===== src/rtl/pipe_stall_ctrl_pkg.sv =====
// Shared types for the pipeline stall/flush sequencer.
package pipe_stall_ctrl_pkg;

    typedef enum logic [1:0] {
        RUN    = 2'd0,
        WAIT   = 2'd1,
        REFILL = 2'd2
    } state_t;

    localparam logic [4:0] REG_ZERO = 5'd0;

    // Highest-priority stall reason in a cycle; also usable by debug taps.
    typedef enum logic [1:0] {
        CAUSE_NONE     = 2'd0,
        CAUSE_MEM      = 2'd1,
        CAUSE_LOAD_USE = 2'd2,
        CAUSE_BRANCH   = 2'd3
    } stall_cause_t;

    // Only the strongest event is acted on; weaker ones re-present later.
    function automatic stall_cause_t resolve_cause(input logic mem_stall,
                                                   input logic load_use,
                                                   input logic branch);
        if (mem_stall)     return CAUSE_MEM;
        else if (load_use) return CAUSE_LOAD_USE;
        else if (branch)   return CAUSE_BRANCH;
        else               return CAUSE_NONE;
    endfunction

endpackage


===== src/rtl/pipe_stall_ctrl_load_use.sv =====
// Load-use hazard detect: the load in EX writes a register the ID instruction reads.
module load_use_detect
    import pipe_stall_ctrl_pkg::*;
(
    input  logic       idex_memread,
    input  logic [4:0] idex_rt,
    input  logic [4:0] ifid_rs,
    input  logic [4:0] ifid_rt,
    output logic       load_use
);

    // Register zero is never a real dependency.
    assign load_use = idex_memread && (idex_rt != REG_ZERO) &&
                      ((idex_rt == ifid_rs) || (idex_rt == ifid_rt));

endmodule


===== src/rtl/pipe_stall_ctrl.sv =====
// Stall/flush sequencer: D-cache miss handshake, load-use stall, branch flush.
//
//  state  | meaning
//  RUN    | pipeline flowing; a miss seen here stalls combinationally
//  WAIT   | refill requested, waiting for mem_ack_i
//  REFILL | refill data landing, one more stalled cycle before release
module pipe_stall_ctrl
    import pipe_stall_ctrl_pkg::*;
#(
    parameter int TIMEOUT_CYC = 64,
    parameter int CNT_W       = 16
) (
    input  logic             clk_i,
    input  logic             rst_i,
    input  logic             dmem_access_i,
    input  logic             dcache_hit_i,
    input  logic             mem_ack_i,
    output logic             mem_req_o,
    input  logic             idex_memread_i,
    input  logic [4:0]       idex_rt_i,
    input  logic [4:0]       ifid_rs_i,
    input  logic [4:0]       ifid_rt_i,
    input  logic             branch_taken_i,
    output logic             pc_we_o,
    output logic             ifid_we_o,
    output logic             ifid_flush_o,
    output logic             idex_we_o,
    output logic             idex_bubble_o,
    output logic             exmem_we_o,
    output logic             memwb_bubble_o,
    output logic [CNT_W-1:0] stall_cycles_o,
    output logic             timeout_o
);

    localparam int WAIT_W = $clog2(TIMEOUT_CYC + 1);
    localparam logic [WAIT_W-1:0] WAIT_TC   = WAIT_W'(TIMEOUT_CYC);
    localparam logic [WAIT_W-1:0] WAIT_LAST = WAIT_W'(TIMEOUT_CYC - 1);

    state_t            state;
    state_t            next_state;
    logic [WAIT_W-1:0] wait_cnt;
    logic              miss;
    logic              mem_stall;
    logic              load_use;
    stall_cause_t      cause;

    load_use_detect u_load_use (
        .idex_memread (idex_memread_i),
        .idex_rt      (idex_rt_i),
        .ifid_rs      (ifid_rs_i),
        .ifid_rt      (ifid_rt_i),
        .load_use     (load_use)
    );

    assign miss      = dmem_access_i && !dcache_hit_i;
    assign mem_stall = ((state == RUN) && miss) || (state == WAIT) || (state == REFILL);
    assign cause     = resolve_cause(mem_stall, load_use, branch_taken_i);

    // State register.
    always_ff @(posedge clk_i or posedge rst_i) begin
        if (rst_i) state <= RUN;
        else       state <= next_state;
    end

    // Next-state logic; ack is only meaningful while waiting.
    always_comb begin
        next_state = state;
        case (state)
            RUN:     if (miss)      next_state = WAIT;
            WAIT:    if (mem_ack_i) next_state = REFILL;
            REFILL:                 next_state = RUN;
            default:                next_state = RUN;
        endcase
    end

    // Refill request is high for exactly the cycles spent in WAIT.
    always_ff @(posedge clk_i or posedge rst_i) begin
        if (rst_i) mem_req_o <= 1'b0;
        else       mem_req_o <= (next_state == WAIT);
    end

    // Wait-cycle counter and sticky timeout; the FSM keeps requesting regardless.
    always_ff @(posedge clk_i or posedge rst_i) begin
        if (rst_i) begin
            wait_cnt  <= '0;
            timeout_o <= 1'b0;
        end else if (state != WAIT) begin
            wait_cnt <= '0;
        end else if (!mem_ack_i && (wait_cnt != WAIT_TC)) begin
            wait_cnt <= wait_cnt + 1'b1;
            if (wait_cnt == WAIT_LAST) timeout_o <= 1'b1;
        end
    end

    // Saturating count of memory-stall cycles.
    always_ff @(posedge clk_i or posedge rst_i) begin
        if (rst_i)                                  stall_cycles_o <= '0;
        else if (mem_stall && (stall_cycles_o != '1)) stall_cycles_o <= stall_cycles_o + 1'b1;
    end

    // Output priority mux; reset forces every pipeline register to clear.
    always_comb begin
        pc_we_o        = 1'b1;
        ifid_we_o      = 1'b1;
        ifid_flush_o   = 1'b0;
        idex_we_o      = 1'b1;
        idex_bubble_o  = 1'b0;
        exmem_we_o     = 1'b1;
        memwb_bubble_o = 1'b0;
        if (rst_i) begin
            pc_we_o        = 1'b0;
            ifid_we_o      = 1'b0;
            ifid_flush_o   = 1'b1;
            idex_we_o      = 1'b0;
            idex_bubble_o  = 1'b1;
            exmem_we_o     = 1'b0;
            memwb_bubble_o = 1'b1;
        end else begin
            case (cause)
                CAUSE_MEM: begin
                    pc_we_o        = 1'b0;
                    ifid_we_o      = 1'b0;
                    idex_we_o      = 1'b0;
                    exmem_we_o     = 1'b0;
                    memwb_bubble_o = 1'b1;
                end
                CAUSE_LOAD_USE: begin
                    pc_we_o       = 1'b0;
                    ifid_we_o     = 1'b0;
                    idex_bubble_o = 1'b1;
                end
                CAUSE_BRANCH: ifid_flush_o = 1'b1;
                default: ;
            endcase
        end
    end

endmodule


===== config.mk =====
export PLATFORM = sky130hd
export DESIGN_NAME = pipe_stall_ctrl
export DESIGN_NICKNAME = d
export VERILOG_FILES = /design/src/rtl/pipe_stall_ctrl_pkg.sv /design/src/rtl/pipe_stall_ctrl_load_use.sv /design/src/rtl/pipe_stall_ctrl.sv
export SDC_FILE = /design/constraint.sdc
export NUM_CORES = 1
export LEC_CHECK = 0
export BUFFER_PORTS_ARGS = -buffer_cell sky130_fd_sc_hd__buf_4
export CAP_MARGIN = 5
export CORE_MARGIN = 1.5
export CORE_UTILIZATION = 35
export CTS_CLUSTER_SIZE = 8
export DETAILED_ROUTE_END_ITERATION = 7
export PLACE_DENSITY = 0.63
export SKIP_CTS_REPAIR_TIMING = 1
export SLEW_MARGIN = 20
export SYNTH_ARGS = -nofsm -noshare
export SYNTH_HDL_FRONTEND = slang
export SYNTH_HIERARCHICAL = 1
export SYNTH_SLANG_ARGS = --single-unit
export TNS_END_PERCENT = 1

===== constraint.sdc =====
create_clock -name clk_i -period 4.8 [get_ports clk_i]
set_input_delay 0.96 -clock clk_i [delete_from_list [all_inputs] [get_ports clk_i]]
set_output_delay 0.96 -clock clk_i [all_outputs]
set_load 0.02 [all_outputs]

# Yosys cells after proc, flatten, opt, wreduce, memory -nomap -nowiden
# Cells that the tools add are included.
word_totals:
  reg_bits: 27
  elab_cells: 54
  in_bits: 22
  out_inout_bits: 25
op_classes:
  bitwise: 1
  n_eq_ne: 12
  n_addsub: 2
  n_mux: 18
  reduce_logical: 16
ops:
  columns: ["cell", "n"]
  rows:
  - ["16-bit by 1-bit adder with 16-bit output, second input constant", 1]
  - ["16-bit != test, second input constant", 1]
  - ["7-bit two-way mux", 2]
  - ["5-bit equality test", 2]
  - ["1-bit two-way mux", 10]
  - ["2-bit two-way mux", 5]
  - ["7-bit by 1-bit adder with 7-bit output, second input constant", 1]
  - ["7-bit by 6-bit equality test with 1-bit output, second input constant", 1]
  - ["7-bit != test, second input constant", 1]
  - ["2-bit by 1-bit equality test with 1-bit output, second input constant", 3]
  - ["2-bit equality test, second input constant", 3]
  - ["1-bit logical AND", 6]
  - ["5-bit nonzero test", 1]
  - ["2-bit one-hot mux with 2 select lines", 1]
  - ["1-bit logical OR", 3]
  - ["3-bit AND reduction", 1]
  - ["1-bit logical NOT", 2]
  - ["2-bit logical NOT", 1]
  - ["2-bit by 1-bit != test with 1-bit output, second input constant", 1]
  - ["2-bit nonzero test", 1]
  - ["2-bit OR reduction", 1]
  - ["1-bit NOT", 1]

# Depth between registers and ports, before layout
depth:
  depth_word: 10
  depth_mapped: 10
  mapped_depth_nobuf: 10

# By module
# The synthesis kept the hierarchy.
modules_own_cells:
  columns: ["module", "area_each_um2", "seq_area_each_um2", "instances", "cells_each"]
  rows:
  - ["pipe_stall_ctrl", 1495.2, 675.6, 1, 136]
  - ["load_use_detect", 125.1, 0.0, 1, 17]

# Worst setup path after synthesis
# No wires, ideal clock.
synth_timing:
  path_type: "input to output"
  start: "input port idex_rt_i[1]"
  end: "output port pc_we_o"
  path_slack_ns: 1.078
  arrival_time_ns: 2.762
  stages: 8
  path_buffers: 1
  t_required_ns: 3.840
  cell_sequence: "or4_1 > o21ai_1 > a21oi_1 > o21ai_0 > inv_1 > ha_1 > nor2b_1 > buf_4"
synth_between:
  elab_chain_len: 9
  elab_cells_between_ends: 13
  cone_classes: "eq/ne: 4; mux: 4; reduce/logical: 5"
synth_rtl:
  columns: ["item", "line_no", "source"]
  rows:
  - ["from (decl)", "pipe_stall_ctrl.sv:20", "input logic [4:0] idex_rt_i,"]
  - ["5-bit equality test or 5-bit nonzero test (tied branches)", "pipe_stall_ctrl_load_use.sv:14, pipe_stall_ctrl_load_use.sv:13", null]
  - ["1-bit logical OR or 1-bit logical AND (tied branches)", "pipe_stall_ctrl_load_use.sv:14, pipe_stall_ctrl_load_use.sv:13", null]
  - ["1-bit logical AND *", "pipe_stall_ctrl_load_use.sv:13", "assign load_use = idex_memread && (idex_rt != REG_ZERO) &&"]
  - ["via load_use", "pipe_stall_ctrl.sv:44", "logic load_use;"]
  - ["2-bit two-way mux *", "pipe_stall_ctrl_pkg.sv:25", "else if (load_use) return CAUSE_LOAD_USE;"]
  - ["2-bit two-way mux *", "pipe_stall_ctrl_pkg.sv:24", "if (mem_stall) return CAUSE_MEM;"]
  - ["2-bit by 1-bit equality test with 1-bit output or 2-bit equality test (tied branches)", null, null]
  - ["2-bit OR reduction (no line) *", null, null]
  - ["1-bit two-way mux * (2 in series)", null, null]
  - ["to (decl)", "pipe_stall_ctrl.sv:24", "output logic pc_we_o,"]
# Mark *: on every way through the listed nets, which the timed path passes. The rest lies on a longest branch.

# Worst setup path in the final report
layout_timing:
  start: "input port idex_rt_i[1]"
  end: "output port idex_bubble_o"
layout_between:
  elab_chain_len: 8
  elab_cells_between_ends: 11
  cone_classes: "eq/ne: 3; mux: 4; reduce/logical: 4"
layout_rtl:
  columns: ["item", "line_no", "source"]
  rows:
  - ["5-bit equality test or 5-bit nonzero test (tied branches)", "pipe_stall_ctrl_load_use.sv:14, pipe_stall_ctrl_load_use.sv:13", null]
  - ["1-bit logical OR or 1-bit logical AND (tied branches)", "pipe_stall_ctrl_load_use.sv:14, pipe_stall_ctrl_load_use.sv:13", null]
  - ["1-bit logical AND *", "pipe_stall_ctrl_load_use.sv:13", null]
  - ["via load_use", "pipe_stall_ctrl.sv:44", null]
  - ["2-bit two-way mux *", "pipe_stall_ctrl_pkg.sv:25", null]
  - ["2-bit two-way mux *", "pipe_stall_ctrl_pkg.sv:24", null]
  - ["2-bit equality test *", "pipe_stall_ctrl.sv:119", "case (cause)"]
  - ["1-bit two-way mux *", "pipe_stall_ctrl.sv:119", null]
  - ["1-bit two-way mux *", "pipe_stall_ctrl.sv:110", "if (rst_i) begin"]
  - ["to (decl)", "pipe_stall_ctrl.sv:28", "output logic idex_bubble_o,"]
# Marked as above.

==> results.cfg <==
[run_status]
status = finished clean

[yosys]
yosysSeqAreaShare_pct = 41.7
synth-main-ff-cell = dfrtp_1
synth-edff-count = 0
postSynthAreaPerCell_um2 = 10.6
yosysUniqueCellTypes = 41
synthCells = 153
synthArstFlopShare_pct = 100
synth_warnings = 6
synth-seq-cells = 27
syn_nets = 181
syn_area_um2 = 1620

[drt]
wl_per_cell_um = 13.0
vias = 1249
drt_drc_violations_left = 0
finalWirelength_um = 3260
final_antenna_net_count = 0
first_iter_violations = 33
drtPass1Iterations = 4
vias_per_cell = 4.98

[sta]
finalCriticalPeriod_ns = 3.68
rsz0062_at_grt = no
tns_ns = 0
clock_skew_ns = 0.00307
worstMarginPinSlew_ns = 0.573
slew_headroom_pct = 61.7
timing.fmax_mhz = 272
final_max_slew_viol_count = 0
setup_viol = 0
period_share_pct = 76.7
hold_viol = 0

[setup_path]
worstReg2RegEnd = stall_cycles_o[1]$_DFFE_PP0P_
endpoint_kind = primary output
reg2reg_from = stall_cycles_o[7]$_DFFE_PP0P_
rrSetupSlack_ns = 2.95
required_ns = 3.84
critPathArrivalTime_ns = 2.72
crit_start = idex_rt_i[1]
start_kind = input pin
worst_r2r_path_depth = 4
critPathMaxFanout = 3
critPathKind = in2out

[cts]
cts_max_level = 1
clockBufferDepth = 2
cts_tree = built
clk_latency_ns = 0.27
cts_sinks = 27
cts_buffers = 3
cts_root_buffer = clkbuf_8
path_clk_slew_ns = 0.09

[power_and_ir_drop]
max-vdd-ir-drop_uv = 308
total_leakage_power_nw = 0.947
p_per_area_nw_per_um2 = 327

[placement]
port_buffers = 46
hpwl_um = 2490
placed_area_um2 = 2000
globalplace.congestion = 0.785

[die]
die_w_um = 71.0
pin_count = 47
core_area_um2 = 4410
initial_utilization_pct = 36.7
die_area_um2 = 5050
row_count = 24
die_h_um = 71.0

[global_route]
track_usage_pct = 14.0
grt_max_degree = 28
antenna_found_initial = 0
grt_pass1_wl_um = 5730
grt.overflow.total = 0
grt_pass1_vias = 1242

[hold_path]
min_path_cells = 1
min_path_type = reg2reg
min_to = timeout_o$_DFFE_PP0P_
hold_start = timeout_o$_DFFE_PP0P_

[layout]
nets = 228
final_layout_size_suffix_gt1_share_pct = 33.2
final_common_cell = buf_4
diodes = 0
area_growth_pct = 26.3
layout_common_cells = buf_4, dfrtp_1, xnor2_1
finalInstanceArea_um2 = 2050

[flow_run]
drv_cap = 0
-- worst max path at each step --
| stage | end | slack [ns] |
|---|---|---|
| after global placement | ifid_flush_o | 1.16 |
| after CTS | idex_bubble_o | 1.10 |
| final | idex_bubble_o | 1.12 |
| after global routing | idex_bubble_o | 0.98 |
| after detailed placement | idex_bubble_o | 1.10 |
| after floorplan | pc_we_o | 1.08 |
-- critical path, cell delays in order --
cell and delay [ns]:
buf_4 0.12, or4_1 0.51, o21ai_1 0.13, a21oi_1 0.07, o21ai_0 0.23, inv_1 0.10
ha_1 0.18, or2_2 0.26, buf_4 0.16
-- sequential cells by signal, indices dropped and copies added, names as in the netlist --
name	flops
stall_cycles_o	16
wait_cnt	7
state	2
mem_req_o	1
timeout_o	1
-- where the power goes --
group	internal, mW	switching, mW
sequential	0.260	0.0440
combinational	0.109	0.125
clock	0.0596	0.0726
-- layout make-up --
| type | count | area (um^2) |
|---|---|---|
| Fill cell | 433 | 2370 |
| Clock buffer | 4 | 45.0 |
| Inverter | 10 | 37.5 |
| Multi-Input combinational cell | 112 | 877 |
| Sequential cell | 27 | 676 |
| Timing Repair Buffer | 46 | 345 |
| Tap cell | 52 | 65.1 |
-- Yosys cell counts, types with 2 or more instances --
| library cell | n | share of area (%) |
|---|---|---|
| nand3_2 | 2 | 1.2 |
| and3_1 | 4 | 1.5 |
| buf_4 | 2 | 0.93 |
| and4_1 | 4 | 2.2 |
| xor2_1 | 10 | 5.4 |
| o21ai_0 | 2 | 0.62 |
| a21oi_1 | 4 | 1.2 |
| dfrtp_1 | 27 | 42 |
| xnor2_1 | 20 | 11 |
| or2_2 | 2 | 0.77 |
| a21o_1 | 2 | 0.93 |
| o21ai_1 | 3 | 0.93 |
| nand2_1 | 3 | 0.69 |
| nand4_1 | 6 | 2.3 |
| o2111ai_1 | 2 | 1.1 |
| o211ai_2 | 5 | 3.9 |
| nor3_1 | 2 | 0.62 |
| inv_1 | 10 | 2.3 |
| nor2_1 | 14 | 3.2 |
| ha_1 | 6 | 4.6 |
| nand3_1 | 3 | 0.93 |
-- through the flow --
step                util (%)  hold WS, ns  cells  total power [mW]  worst slack, ns
global placement        45.3        0.455    247             0.542             1.16
detailed placement      45.3        0.462    247             0.545             1.10
floorplan                  -        0.478    153             0.449             1.08
finish                  46.3        0.480    251             0.670             1.12
CTS                     46.3        0.484    251             0.681             1.10
global route            46.3        0.502    251             0.712            0.982
-- layer usage --
| layer | share of wire [%] | GRT usage, % |
|---|---|---|
| met5 | 0 | 0 |
| met4 | 0.77 | 3.14 |
| met3 | 3.9 | 3.42 |
| met2 | 48 | 23.2 |
| met1 | 47 | 18.6 |
-- cells by family (layout without fill, tap and decap cells) --
kind of cell	count (synthesis)	in the layout	synth area share, %
buf+inv	14	60	4.17
flops	27	27	41.7
mux	2	2	1.31
xor+xnor	30	30	16.2
compound gates	22	22	12.2
fa+ha+maj	6	6	4.63
simple gates	52	52	19.8
Power figures use the tool's default switching activity.
